`config.mk`:
```
export PLATFORM = sky130hd
export DESIGN_NAME = pipe_reg_chain
export DESIGN_NICKNAME = d
export VERILOG_FILES = /design/src/rtl/pipe_reg_chain.sv
export SDC_FILE = /design/constraint.sdc
export NUM_CORES = 1
export LEC_CHECK = 0
export ABC_AREA = 1
export BUFFER_PORTS_ARGS = -buffer_cell sky130_fd_sc_hd__buf_2
export CAP_MARGIN = 40
export CORE_ASPECT_RATIO = 1.1
export CORE_MARGIN = 4
export CORE_UTILIZATION = 40
export DETAILED_ROUTE_END_ITERATION = 16
export GPL_TIMING_DRIVEN = 1
export SLEW_MARGIN = 20
export SYNTH_ARGS = -nofsm -noshare
export SYNTH_HDL_FRONTEND = slang
export SYNTH_SLANG_ARGS = --single-unit
```
`constraint.sdc`:
```
create_clock -name clk -period 2.7 [get_ports clk]
set_clock_uncertainty 0.1 [all_clocks]
set_input_delay 0.27 -clock clk [delete_from_list [all_inputs] [get_ports clk]]
set_output_delay 0.27 -clock clk [all_outputs]
set_load 0.05 [all_outputs]
```
`src/rtl/pipe_reg_chain.sv`:
```
// Generic valid/ready pipeline register chain with bubble collapse, per-stage flush and occupancy tracking.
// Define PIPE_REG_CHAIN_PERF_EN to implement the saturating stall/bubble performance counters.
module pipe_reg_chain #(
    parameter int unsigned DATA_W = 148,
    parameter int unsigned STAGES = 4,
    parameter int unsigned CNT_W  = 32
) (
    input  logic                             clk,
    input  logic                             reset,
    input  logic                             in_valid,
    output logic                             in_ready,
    input  logic [DATA_W-1:0]                in_data,
    output logic                             out_valid,
    input  logic                             out_ready,
    output logic [DATA_W-1:0]                out_data,
    input  logic [STAGES-1:0]                flush,
    output logic [STAGES-1:0]                stage_valid,
    output logic [$clog2(STAGES+1)-1:0]      occupancy,
    output logic [CNT_W-1:0]                 stall_cnt,
    output logic [CNT_W-1:0]                 bubble_cnt
);

    localparam int unsigned OCC_W = $clog2(STAGES + 1);

    logic [STAGES-1:0] v_q;
    logic [STAGES-1:0] v_d;
    logic [DATA_W-1:0] d_q [STAGES];
    logic [DATA_W-1:0] d_d [STAGES];
    logic [OCC_W-1:0]  occ_q;
    logic [OCC_W-1:0]  occ_d;

    logic [STAGES-1:0] ve;
    logic [STAGES-1:0] en;
    logic [STAGES-1:0] up_v;
    logic [DATA_W-1:0] up_d [STAGES];
    logic              carry;
    logic              in_fire;
    logic              out_fire;

    // Ready ripples from the output back to stage 0; a running carry avoids a self-referencing vector.
    always_comb begin
        ve    = v_q & ~flush;
        en    = '0;
        carry = out_ready;
        for (int unsigned k = 0; k < STAGES; k++) begin
            carry              = ~ve[STAGES-1-k] | carry;
            en[STAGES-1-k]     = carry;
        end
    end

    always_comb begin
        up_v[0] = in_valid;
        up_d[0] = in_data;
        for (int unsigned k = 1; k < STAGES; k++) begin
            up_v[k] = ve[k-1];
            up_d[k] = d_q[k-1];
        end
    end

    always_comb begin
        v_d = v_q;
        d_d = d_q;
        for (int unsigned k = 0; k < STAGES; k++) begin
            if (en[k]) begin
                v_d[k] = up_v[k];
                if (up_v[k]) begin
                    d_d[k] = up_d[k];
                end
            end
        end
    end

    assign in_fire  = in_valid & en[0];
    assign out_fire = ve[STAGES-1] & out_ready;

    always_comb begin
        occ_d = OCC_W'(int'(occ_q) + int'(in_fire) - int'(out_fire) - $countones(v_q & flush));
    end

    always_ff @(posedge clk) begin
        if (reset) begin
            v_q   <= '0;
            occ_q <= '0;
            for (int unsigned k = 0; k < STAGES; k++) begin
                d_q[k] <= '0;
            end
        end else begin
            v_q   <= v_d;
            occ_q <= occ_d;
            d_q   <= d_d;
        end
    end

    assign in_ready    = en[0];
    assign out_valid   = ve[STAGES-1];
    assign out_data    = d_q[STAGES-1];
    assign stage_valid = v_q;
    assign occupancy   = occ_q;

`ifdef PIPE_REG_CHAIN_PERF_EN
    logic [CNT_W-1:0] stall_q;
    logic [CNT_W-1:0] stall_d;
    logic [CNT_W-1:0] bubble_q;
    logic [CNT_W-1:0] bubble_d;

    always_comb begin
        stall_d  = stall_q;
        bubble_d = bubble_q;
        if (out_valid && !out_ready && (stall_q != '1)) begin
            stall_d = stall_q + CNT_W'(1);
        end
        if (out_ready && !out_valid && (bubble_q != '1)) begin
            bubble_d = bubble_q + CNT_W'(1);
        end
    end

    always_ff @(posedge clk) begin
        if (reset) begin
            stall_q  <= '0;
            bubble_q <= '0;
        end else begin
            stall_q  <= stall_d;
            bubble_q <= bubble_d;
        end
    end

    assign stall_cnt  = stall_q;
    assign bubble_cnt = bubble_q;
`else
    assign stall_cnt  = '0;
    assign bubble_cnt = '0;
`endif

endmodule

```
Word-level counts from Yosys, hierarchy flattened
Index checks and enable logic that the tools add are counted.

word-level totals
  output and inout port bits = 221
  input port bits = 156
  bits in registers = 599
  word-level logic and storage cells = 32

cells by class
  bitwise operators = 13
  reduce and logical (&&, ||, !) cells = 4
  add/subtract/negate cells = 6

operator list
  operator          count
  $and 4x4->4       2
  $reduce_and 2->1  4
  $add 1x1->2       2
  $not 1->1         4
  $not 4->4         1
  $or 1x1->1        4
  $add 2x2->3       1
  $add 3x1->3       1
  $sub 3x1->3       1
  $sub 3x3->3       1
  $and 1x1->1       2

Longest topological paths before layout
Gate-level depths: netlist (run 1).

  depth in word-level cells = 11
  mapped depth = 13
  gate-level depth less buffers = 11

Worst setup path after synthesis (run 1)
Ideal clock, no wire load.

  path kind = reg2reg
  start point = reg v_q[3] (netlist: stage_valid[3])
  end point = reg occ_q[2] (netlist: occupancy[2])
  setup slack = -0.350 ns
  buffers on the path = 0
  data required time = 2.477 ns
  period minus slack after synthesis = 3.050 ns
  setup time = 0.123 ns
  stages on the path, launching flop included = 11
  arrival = 2.827 ns
  cells stage by stage = dfxtp_1 > nand2_2 > nor2_1 > fa_1 > fa_1 > inv_1 > fa_1 > ha_1 > xor2_1 > o21ai_0 > a21oi_1

on the way
  word-level cells in the longest chain between the ends = 10
  elaborated cells on any way between the ends = 14
  those cells by class = 5 x add/sub; 9 x bitwise

RTL lines
  element                  line  source
  from (decl)              25    logic [STAGES-1:0] v_q;
  from (signal assigned)   88    v_q <= v_d;
  $and 4x4->4              42    ve = v_q & ~flush;
  $not 1->1                46    carry = ~ve[STAGES-1-k] | carry;
  $or 1x1->1 (4 in a row)  46
  $and 1x1->1              73    assign in_fire = in_valid & en[0];
  $add 3x1->3              77    occ_d = OCC_W'(int'(occ_q) + int'(in_fire) - int'(out_fire) - $countones(v_q & flush));
  $sub 3x1->3              77
  $sub 3x3->3 *            77
  to (signal assigned)     83    occ_q <= '0;
  to (signal assigned)     89    occ_q <= occ_d;
  to (decl)                29    logic [OCC_W-1:0] occ_q;

Every way passes the cells marked *; elsewhere a longest branch is shown, timed or not.
A chain may end at the register's enable or synchronous reset.

Worst setup path in the final report (run 1)
  start point = in out_ready
  end point = reg occ_q[2] (netlist: occupancy[2])

on the way
  word-level cells in the longest chain between the ends = 8
  elaborated cells on any way between the ends = 9
  those cells by class = 3 x add/sub; 6 x bitwise

RTL lines
  element                  line  source
  from (decl)              14    input logic out_ready,
  $or 1x1->1 (4 in a row)  46
  $and 1x1->1              73
  $add 3x1->3              77
  $sub 3x1->3 *            77
  $sub 3x3->3 *            77

Marked as above.

==> results.cfg, run 1 <==
[outcome]
run_status = complete, no violations

[worst_setup_path]
slowest_stage = sky130_fd_sc_hd__dlygate4sd3_1
timing.critical_path.cells = dlygate4sd3_1 -> buf_2 -> inv_1 -> nor2_4 -> fa_1 -> fa_2 -> inv_2 -> fa_1 -> ha_2 -> xor2_2 -> o21ai_1 -> a21oi_1
crit-reg2reg-launch = stage_valid[3]
crit_top_cell = sky130_fd_sc_hd__fa_1
crit_arrival_ns = 2.94
setup.worst_path.class = input pin to flip-flop
cp-start-kind = input pin
worst-endpoint-required_ns = 3.06
timing.critical_path.fanout_max = 2
worst-r2r-setup-slack_ns = 0.12
worstSetupStartpoint = out_ready
critical_path.reg2reg.endpoint = occupancy[2]
max_stage_delay_ns = 0.53
end_kind = flip-flop
worstRegToRegCells = 10

[floorplan]
core_area_sq_mm = 0.05986
die_height_um = 265.8
total_number_of_placement_rows = 94
design.die.area_sq_mm = 0.06440
floorplan.initialDensity_pct = 40.35
boundaryPins = 377
die_width_um = 242.3

[yosys]
ff_latch_count_synth = 599
synth.top_cells.by_area = sky130_fd_sc_hd__dfxtp_1, sky130_fd_sc_hd__nor2_1, sky130_fd_sc_hd__buf_4, sky130_fd_sc_hd__o21ai_0, sky130_fd_sc_hd__a21oi_2
synth.cells.most_frequent = sky130_fd_sc_hd__nor2_1, sky130_fd_sc_hd__dfxtp_1, sky130_fd_sc_hd__o21ai_0
async_reset_ff_share_pct = 0
mappedNetlistArea_sq_mm = 0.02416
yosysWarnings = 0
dominantRegCellSynth = sky130_fd_sc_hd__dfxtp_1
yosysMostFrequentCell = sky130_fd_sc_hd__nor2_1
synthesis.instances = 3170
yosysSeqAreaShare_pct = 49.64
yosys.area.top_type_share_pct = 49.64
synth_area_per_cell_sq_um = 7.621
count_of_flip_flops_with_a_built_in_enable_after_synthesis = 0
yosysTopAreaCell = sky130_fd_sc_hd__dfxtp_1
synthDistinctLibCells = 25

[global_route]
antenna_found_initial = 1
grt_use_total_pct = 17.51
grt_pass1_vias = 17635
maximum_number_of_pins_on_one_net_before_global_route_repair = 113
grt_overflow_total = 0
grt_pass1_wl_mm = 93.70

[drt]
detail-route-antenna-nets = 0
routedWlPerCell_um = 14.00
drt-total-wl_mm = 58.62
num_vias = 19035
drc = 0
drt-vias-per-instance = 4.545
detailedRoute.firstIterationViolations = 866
dr_pass1_iterations = 5

[clock_network]
postCtsSetupRepairBufs = 0
worst_setup_hold_path_clk_slew_ns = 0.06
ctsHtreeMaxLevel = 3
clk-insertion-delay-late_ns = 0.58
clockRootBuffer = sky130_fd_sc_hd__clkbuf_16
clock-sinks = 599
total_cts_buffers = 66
cts_max_path_buffers = 3
cts_tree = yes

[timing]
fraction_of_the_cycle_the_final_worst_path_needs_pct = 95.72
timing_hold_violations_final = 0
tightestPinTransition_ns = 0.7202
layout_setup_ws_ns = 0.1157
setup_viol = 0
max-slew-margin-rel_pct = 51.99
timing.fmax_ghz = 0.3869
final-max-slew-violation-count = 0
layout_min_cycle_time_ns = 2.584

[flow_run]
timing.max_cap.violations = 0

[power_and_ir_drop]
cellLeakagePower_nw = 12.64
peakVddDrop_mv = 0.4052
pwr_density_cell_mw_per_mm2 = 707.4

[layout]
n_fill_cell = 6053
finalCoreUtilization_pct = 47.82
fin_nets = 3534
layout-drive-gt1-share_pct = 16.93
synthToLayoutAreaGrowth_pct = 18.49
final-seq-area_sq_mm = 0.01200
multi_input_comb_area_sq_mm = 0.009067

[placement]
detailedPlacementHpwl_mm = 35.99
post-place-ws_ns = -0.03393
gp_congestion = 0.7911
portBuffers = 312

[worst_hold_path]
min_delay_path_depth = 7
source_of_the_worst_hold_timing_path = flush[3]
worstHoldEndpoint = stage_valid[3]
worst_hold_path_type = input pin to flip-flop
## what timing repair did
item,4_1_cts,5_1_grt
resized for setup,0,5
hold buffers,154,0
endpoints found under the hold margin,154,0
endpoints found under the setup margin,1,1
pin swaps,0,3
## logic make-up after synthesis
| family | count (synthesis) | share of synthesized area [%] |
|---|---|---|
| xor gates and xnor gates | 2 | 0.07252 |
| and+or+nand+nor | 1351 | 21.89 |
| buffers and inverters | 612 | 13.99 |
| AOI/OAI and AO/OA | 598 | 13.94 |
| DFF | 599 | 49.64 |
| other | 1 | 0.01552 |
| adders and majority gates | 7 | 0.4558 |
## routing by layer
metal | wire [um] | vias up | GRT usage (%)
met4 | 2241 | 0 | 7.673
met5 | 0 | - | 0
met3 | 2002 | 117 | 2.647
met1 | 26080 | 8500 | 21.92
li1 | - | 10115 | -
met2 | 28290 | 303 | 30.11
## state kept, by name (all words and copies together), names as in the netlist
register / cells
d_q: 444
out_data: 148
stage_valid: 4
occupancy: 3
## worst max-delay path by stage
stage | endpoint | slack (ns) | cells after the start
3_3_place_gp | occupancy[2] | -0.0009 | 12
6_report | occupancy[2] | 0.12 | 12
4_1_cts | occupancy[2] | 0.05 | 10
5_1_grt | occupancy[2] | -0.004 | 10
3_5_place_dp | occupancy[2] | -0.03 | 12
2_1_floorplan | occupancy[2] | 0.003 | 10
## worst max-delay path: cells and delay by family
family | cells | cell delay [ns]
adder cells (fa/ha/maj) | 4 | 1.50
XOR/XNOR | 1 | 0.14
AO/OA/AOI/OAI | 2 | 0.18
AND/OR/NAND/NOR | 1 | 0.05
buffers and inverters | 4 | 0.80
## final cells by class
type	count	share of cell area, %
diodes	1	0.008742
clock buffers	102	7.129
clock inverters	14	0.6294
inverters	172	2.334
multi-input cells	2022	31.68
flip-flops and latches	599	41.92
well taps	768	3.357
repair buffers	510	12.95
## per-stage QoR
| step | total power [mW] | instance area, sq um | TNS [ns] | cells | hold WS, ns |
|---|---|---|---|---|---|
| 2_1_floorplan | 10.83 | 24410 | 0 | 3233 | 0.3409 |
| 3_3_place_gp | 11.15 | 24850 | -0.0009190 | 3918 | 0.3552 |
| 3_5_place_dp | 11.17 | 24850 | -0.03393 | 3918 | 0.3626 |
| 4_1_cts | 20.54 | 28610 | 0 | 4187 | 0.08904 |
| 5_1_grt | 21.14 | 28630 | -0.004104 | 4188 | 0.1630 |
| 6_report | 20.25 | 28630 | 0 | 4188 | 0.1593 |
## cell usage in the layout, fill, tap and decap left out, drive strengths merged
| master | n |
|---|---|
| a21oi | 153 |
| buf | 356 |
| bufinv | 4 |
| clkbuf | 102 |
| clkinv | 7 |
| clkinvlp | 1 |
| conb | 64 |
| dfxtp | 599 |
| diode | 1 |
| dlygate4sd3 | 154 |
| fa | 3 |
| ha | 4 |
| inv | 174 |
| nand2 | 158 |
| nand3 | 149 |
| nand4 | 1 |
| nor2 | 1043 |
| o21ai | 445 |
| xnor2 | 1 |
| xor2 | 1 |
## power by group
group	leakage (nW)	internal [mW]	total, mW	switching (mW)
Sequential	4.89	9.18	9.36	0.172
Clock	1.10	5.57	9.11	3.53
Combinational	6.66	0.686	1.79	1.10
(Power assumes the default switching activity.)
==> inputs of run 2 (changes only) <==
- CORE_UTILIZATION: 40 -> 51
- PLACE_DENSITY: unset -> 0.76
==> run 2 against run 1 <==
Non-clock buffer count is 2 lower. Sequential share of layout area is 1.0 points higher. Highest routed layer unchanged. Worst setup slack better by 0.035 ns. Clock power is 17% lower. Combinational power hardly changed. Utilization is 12 points higher. Register-to-register slack better by 0.04 ns. Largest power group unchanged. Clock-buffer cell count is 12 lower. Wire length is 1.8% lower. Total power is 7.5% lower. Maximum frequency is 1.4% higher. Hold slack worse by 0.066 ns. Critical path type is now flip-flop to flip-flop.
==> results.cfg, run 2 (synthesized netlist as in run 1, its figures left out) <==
[drt]
dr_pass1_iterations = 5
num_vias = 19693
drt-total-wl_mm = 57.57
detailedRoute.firstIterationViolations = 1253
drc = 0
routedWlPerCell_um = 14.40
drt-vias-per-instance = 4.926
detail-route-antenna-nets = 0

[global_route]
grt_pass1_vias = 18558
grt_use_total_pct = 21.91
grt_pass1_wl_mm = 93.65
maximum_number_of_pins_on_one_net_before_global_route_repair = 150
antenna_found_initial = 3
grt_overflow_total = 0

[layout]
n_fill_cell = 4235
layout.cells.most_common = sky130_fd_sc_hd__nor2_1
final_standard_cell_area_without_fillers_sq_mm = 0.02796
commonest_cells_after_routing_fill_and_taps_aside = sky130_fd_sc_hd__nor2_1, sky130_fd_sc_hd__dfxtp_1, sky130_fd_sc_hd__o21ai_0
max_flop_register = d_q
largest_register_ff_count = 444
synthToLayoutAreaGrowth_pct = 15.73
layout-drive-gt1-share_pct = 16.36
fin_nets = 3524

[clock_network]
clock-sinks = 599
cts_tree = yes
cts_max_path_buffers = 3
worst_setup_hold_path_clk_slew_ns = 0.06
clockRootBuffer = sky130_fd_sc_hd__clkbuf_16
clk-insertion-delay-late_ns = 0.61
ctsHtreeMaxLevel = 2
total_cts_buffers = 58

[outcome]
run_status = complete, no violations

[floorplan]
boundaryPins = 377
design.die.area_sq_mm = 0.05092
die_height_um = 236.3
die_width_um = 215.5
floorplan.initialDensity_pct = 51.69
total_number_of_placement_rows = 83
core_area_sq_mm = 0.04673

[worst_setup_path]
end_kind = flip-flop
timing.critical_path.cells = nand2_2 -> nor2_2 -> fa_1 -> fa_2 -> inv_2 -> fa_1 -> ha_2 -> xor2_2 -> o21ai_1 -> a21oi_1
crit_arrival_ns = 2.93
worst-endpoint-required_ns = 3.08
cp-start-kind = flip-flop
cpLargestDelayFamily = adder cells
setup.worst_path.class = flip-flop to flip-flop
crit_top_cell = sky130_fd_sc_hd__fa_1
max_stage_delay_ns = 0.46
slowest_stage = sky130_fd_sc_hd__fa_1
critPathBufInv = 1
timing.critical_path.fanout_max = 3

[power_and_ir_drop]
totalPowerFinal_mw = 18.72
peakVddDrop_mv = 0.4900
cellLeakagePower_nw = 12.42
pwr_density_cell_mw_per_mm2 = 669.7

[timing]
timing.fmax_ghz = 0.3923
tightestPinTransition_ns = 0.7873
whs_ns = 0.09350
setup_viol = 0
layout_setup_ws_ns = 0.1511
max-slew-margin-rel_pct = 47.52
final-max-slew-violation-count = 0
layout_min_cycle_time_ns = 2.549
setup-tns-final_ns = 0
timing_hold_violations_final = 0
fraction_of_the_cycle_the_final_worst_path_needs_pct = 94.40
rsz0062_at_grt = false

[placement]
place_area_sq_mm = 0.02463
detailedPlacementHpwl_mm = 33.77
post-place-ws_ns = -0.01149
portBuffers = 312
gp_congestion = 0.8285

[flow_run]
timing.max_cap.violations = 0

[worst_hold_path]
worst_hold_path_type = input pin to flip-flop
[run 2: power by group]
group | switching, mW | internal (mW) | leakage (nW)
Combinational | 1.11 | 0.680 | 6.66
Clock | 3.26 | 4.32 | 0.872
Sequential | 0.176 | 9.18 | 4.89
[run 2: what timing repair did]
item | in CTS | in global routing
hold endpoints to repair | 154 | 0
resized for setup | 0 | 4
hold buffers | 153 | 0
setup endpoints to repair | 0 | 2
buffers inserted | 0 | 1
[run 2: layout make-up]
class / instances / area (sq um) / area share, %
sequential: 599 / 12000 / 42.92
multi-input combinational: 2022 / 9062 / 32.41
timing repair buffer: 508 / 3699 / 13.23
clock buffer: 90 / 1712 / 6.122
tap: 595 / 744.5 / 2.663
inverter: 172 / 668.1 / 2.390
clock inverter: 8 / 62.56 / 0.2238
antenna: 4 / 10.01 / 0.03580
[run 2: worst paths after layout]
kind,from,end,slack (ns),cells after the start
hold / removal,in_valid,d_q[549],0.09,3
setup reg to reg,stage_valid[3],occupancy[2],0.15,10
hold reg to reg,d_q[439],d_q[439],0.37,2
setup / recovery,stage_valid[3],occupancy[2],0.15,10
[run 2: worst reg2reg max path, delay by kind of cell (launching register included)]
kind            cells  cell delay, ns
fa+ha+maj           4            1.45
compound gates      2            0.16
xor+xnor            1            0.15
flops               1            0.35
simple gates        2            0.16
buf+inv             1            0.07
[run 2: through the flow]
stage / util [%] / cells
global route: 59.82 / 3997
CTS: 59.77 / 3994
detailed placement: 52.70 / 3743
global placement: 52.64 / 3742
floorplan: - / 3233
finish: 59.83 / 3998
[run 2: per-layer routing]
metal,vias up,track usage (%),routed length [um]
met5,-,0,0
met4,0,14.29,3757
met3,209,3.298,2540
met2,545,36.88,27250
met1,8851,26.06,24020
li1,10088,-,-
==> inputs of run 3 (changes only) <==
- CORE_ASPECT_RATIO: 1.1 -> unset
- clock period: 2.7 -> 2.2 ns (I/O delays scaled with it)
==> run 3 against run 2 <==
The run now ends with negative setup slack left. Sequential cell count unchanged. Combinational power increased by 25%. Total power rose by 28%. Hold slack improved by 0.012 ns. Clock power increased by 36%. Wire length up 3.2%. Die area about the same.
==> results.cfg, run 3 (synthesized netlist as in run 1, its figures left out) <==
[outcome]
run_status = finished with violations
violated_checks = negative setup slack

[layout]
layout.cells.most_common = sky130_fd_sc_hd__nor2_1
layout-drive-gt1-share_pct = 17.37
final_standard_cell_area_without_fillers_sq_mm = 0.02854
fin_nets = 3546
largest_register_ff_count = 444
max_flop_register = d_q
commonest_cells_after_routing_fill_and_taps_aside = sky130_fd_sc_hd__nor2_1, sky130_fd_sc_hd__dfxtp_1, sky130_fd_sc_hd__o21ai_0
synthToLayoutAreaGrowth_pct = 18.12

[drt]
num_vias = 19793
highest_layer = met4
dr_pass1_iterations = 5
wl_met1_mm = 25.47
drt-total-wl_mm = 59.41
detail-route-antenna-nets = 0
drt-vias-per-instance = 4.900
detailedRoute.firstIterationViolations = 1426
total_met2_wirelength_after_detailed_routing_mm = 27.83
routedWlPerCell_um = 14.71
drc = 0
dr_wl_met3_mm = 2.733

[worst_setup_path]
crit_arrival_ns = 2.90
end_kind = flip-flop
max_stage_delay_ns = 0.44
cp-start-kind = flip-flop
setup.worst_path.class = flip-flop to flip-flop
timing.critical_path.cells = nand2_4 -> nor2_4 -> fa_1 -> fa_2 -> inv_2 -> fa_1 -> ha_4 -> xor2_2 -> o21ai_1 -> a21oi_1
slowest_stage = sky130_fd_sc_hd__fa_1
crit_top_cell = sky130_fd_sc_hd__fa_1
worst-endpoint-required_ns = 2.59
critPathBufInv = 1
worst-r2r-setup-slack_ns = -0.31
crit-reg2reg-launch = stage_valid[3]
critical_path.reg2reg.endpoint = occupancy[2]
timing.critical_path.fanout_max = 2
worstRegToRegCells = 10
cpLargestDelayFamily = adder cells

[clock_network]
ctsHtreeMaxLevel = 2
clk-insertion-delay-late_ns = 0.60
clock-sinks = 599
total_cts_buffers = 59
cts_max_path_buffers = 3
clockRootBuffer = sky130_fd_sc_hd__clkbuf_16
worst_setup_hold_path_clk_slew_ns = 0.06
cts_tree = yes

[timing]
max-slew-margin-rel_pct = 46.94
timing_hold_violations_final = 0
rsz0062_at_grt = true
layout_min_cycle_time_ns = 2.514
tightestPinTransition_ns = 0.7959
setup-tns-final_ns = -0.5333
fraction_of_the_cycle_the_final_worst_path_needs_pct = 114.3
timing.fmax_ghz = 0.3977
layout_setup_ws_ns = -0.3145
final-max-slew-violation-count = 0
setup_viol = 3

[worst_hold_path]
min_delay_path_depth = 5
source_of_the_worst_hold_timing_path = flush[1]
worstHoldEndpoint = stage_valid[1]
worst_hold_path_type = input pin to flip-flop

[power_and_ir_drop]
share_of_total_power_in_sequential_cells_pct = 47.8
clk_pwr_share_pct = 42.9
swShare_pct = 23.98
power.share.combinational_pct = 9.3
peakVddDrop_mv = 0.7657
intPower_mw = 18.27
cellLeakagePower_nw = 12.72
pwr_density_cell_mw_per_mm2 = 842.2
net_switching_power_mw = 5.763

[floorplan]
total_number_of_placement_rows = 79
boundaryPins = 377
design.die.area_sq_mm = 0.05092
floorplan.initialDensity_pct = 51.78
die_width_um = 225.6
die_height_um = 225.6
core_area_sq_mm = 0.04665

[global_route]
maximum_number_of_pins_on_one_net_before_global_route_repair = 117
grt_overflow_total = 0
grt_pass1_wl_mm = 93.61
grt_pass1_vias = 18310
grt_use_total_pct = 22.19
antenna_found_initial = 1

[flow_run]
timing.max_cap.violations = 0

[placement]
gp_congestion = 0.8424
place_area_sq_mm = 0.02475
portBuffers = 312
detailedPlacementHpwl_mm = 34.53
-- run 3: cell types whose count changed in the layout (fill, tap and decap cells not counted), sizes merged --
cell	change
bufbuf	+1
diode	-3
buf	+21
bufinv	+4
inv	-2
clkinv	+2
clkinvlp	+2
dlygate4sd3	-2
clkbuf	+6
-- run 3: worst max path at each step --
stage	depth (start not counted)	startpoint	endpoint	slack [ns]
floorplan	10	stage_valid[3]	occupancy[2]	-0.38
global placement	12	flush[3]	occupancy[2]	-0.38
detailed placement	12	flush[3]	occupancy[2]	-0.40
CTS	10	stage_valid[3]	occupancy[2]	-0.31
global route	10	stage_valid[3]	occupancy[2]	-0.38
finish	10	stage_valid[3]	occupancy[2]	-0.31
-- run 3: area by class of cell --
type | count | area [sq um]
Fill cell | 4056 | 18120
Sequential cell | 599 | 12000
Multi-Input combinational cell | 2022 | 9097
Timing Repair Buffer | 529 | 3988
Clock buffer | 95 | 1834
Tap cell | 607 | 759.5
Inverter | 172 | 673.1
Clock inverter | 14 | 178.9
Antenna cell | 1 | 2.502
-- run 3: timing repair --
action	4_1_cts	5_1_grt
cloned	1	1
endpoints found under the setup margin	3	46
resized for setup	12	11
hold endpoints to repair	154	0
pin swaps	5	3
hold buffers	151	0
setup buffers	8	6
-- run 3: power groups by stage --
stage	Combinational [mW]	Sequential, mW	Clock [mW]
finish	2.24	11.5	10.3
detailed placement	1.98	11.7	0
floorplan	1.58	11.7	0
global placement	1.96	11.7	0
CTS	2.21	11.5	10.5
global route	2.50	11.5	10.9
-- run 3: worst register-to-register path: cells and delay by family (launching register included) --
family                     cells  cell delay, ns
AOI/OAI and AO/OA              2            0.18
buffers and inverters          1            0.06
xor gates and xnor gates       1            0.14
and+or+nand+nor                2            0.15
DFF                            1            0.35
adders and majority gates      4            1.40
-- run 3: metrics by stage --
| stage | util (%) | cells | hold WS [ns] | setup slack [ns] | total power, mW |
|---|---|---|---|---|---|
| after global routing | 61.16 | 4039 | 0.08803 | -0.3826 | 24.97 |
| after floorplan | - | 3233 | 0.2909 | -0.3802 | 13.30 |
| final | 61.16 | 4039 | 0.1052 | -0.3145 | 24.03 |
| after CTS | 60.92 | 4031 | 0.04436 | -0.3140 | 24.17 |
| after global placement | 53.05 | 3762 | 0.3534 | -0.3826 | 13.67 |
| after detailed placement | 53.05 | 3762 | 0.3616 | -0.4018 | 13.70 |
-- run 3: layer usage --
metal  global-route usage, %  up-vias
met5                       0        -
met2                   36.95      536
li1                        -    10158
met1                   27.59     8911
met4                   11.88        0
met3                   3.848      188
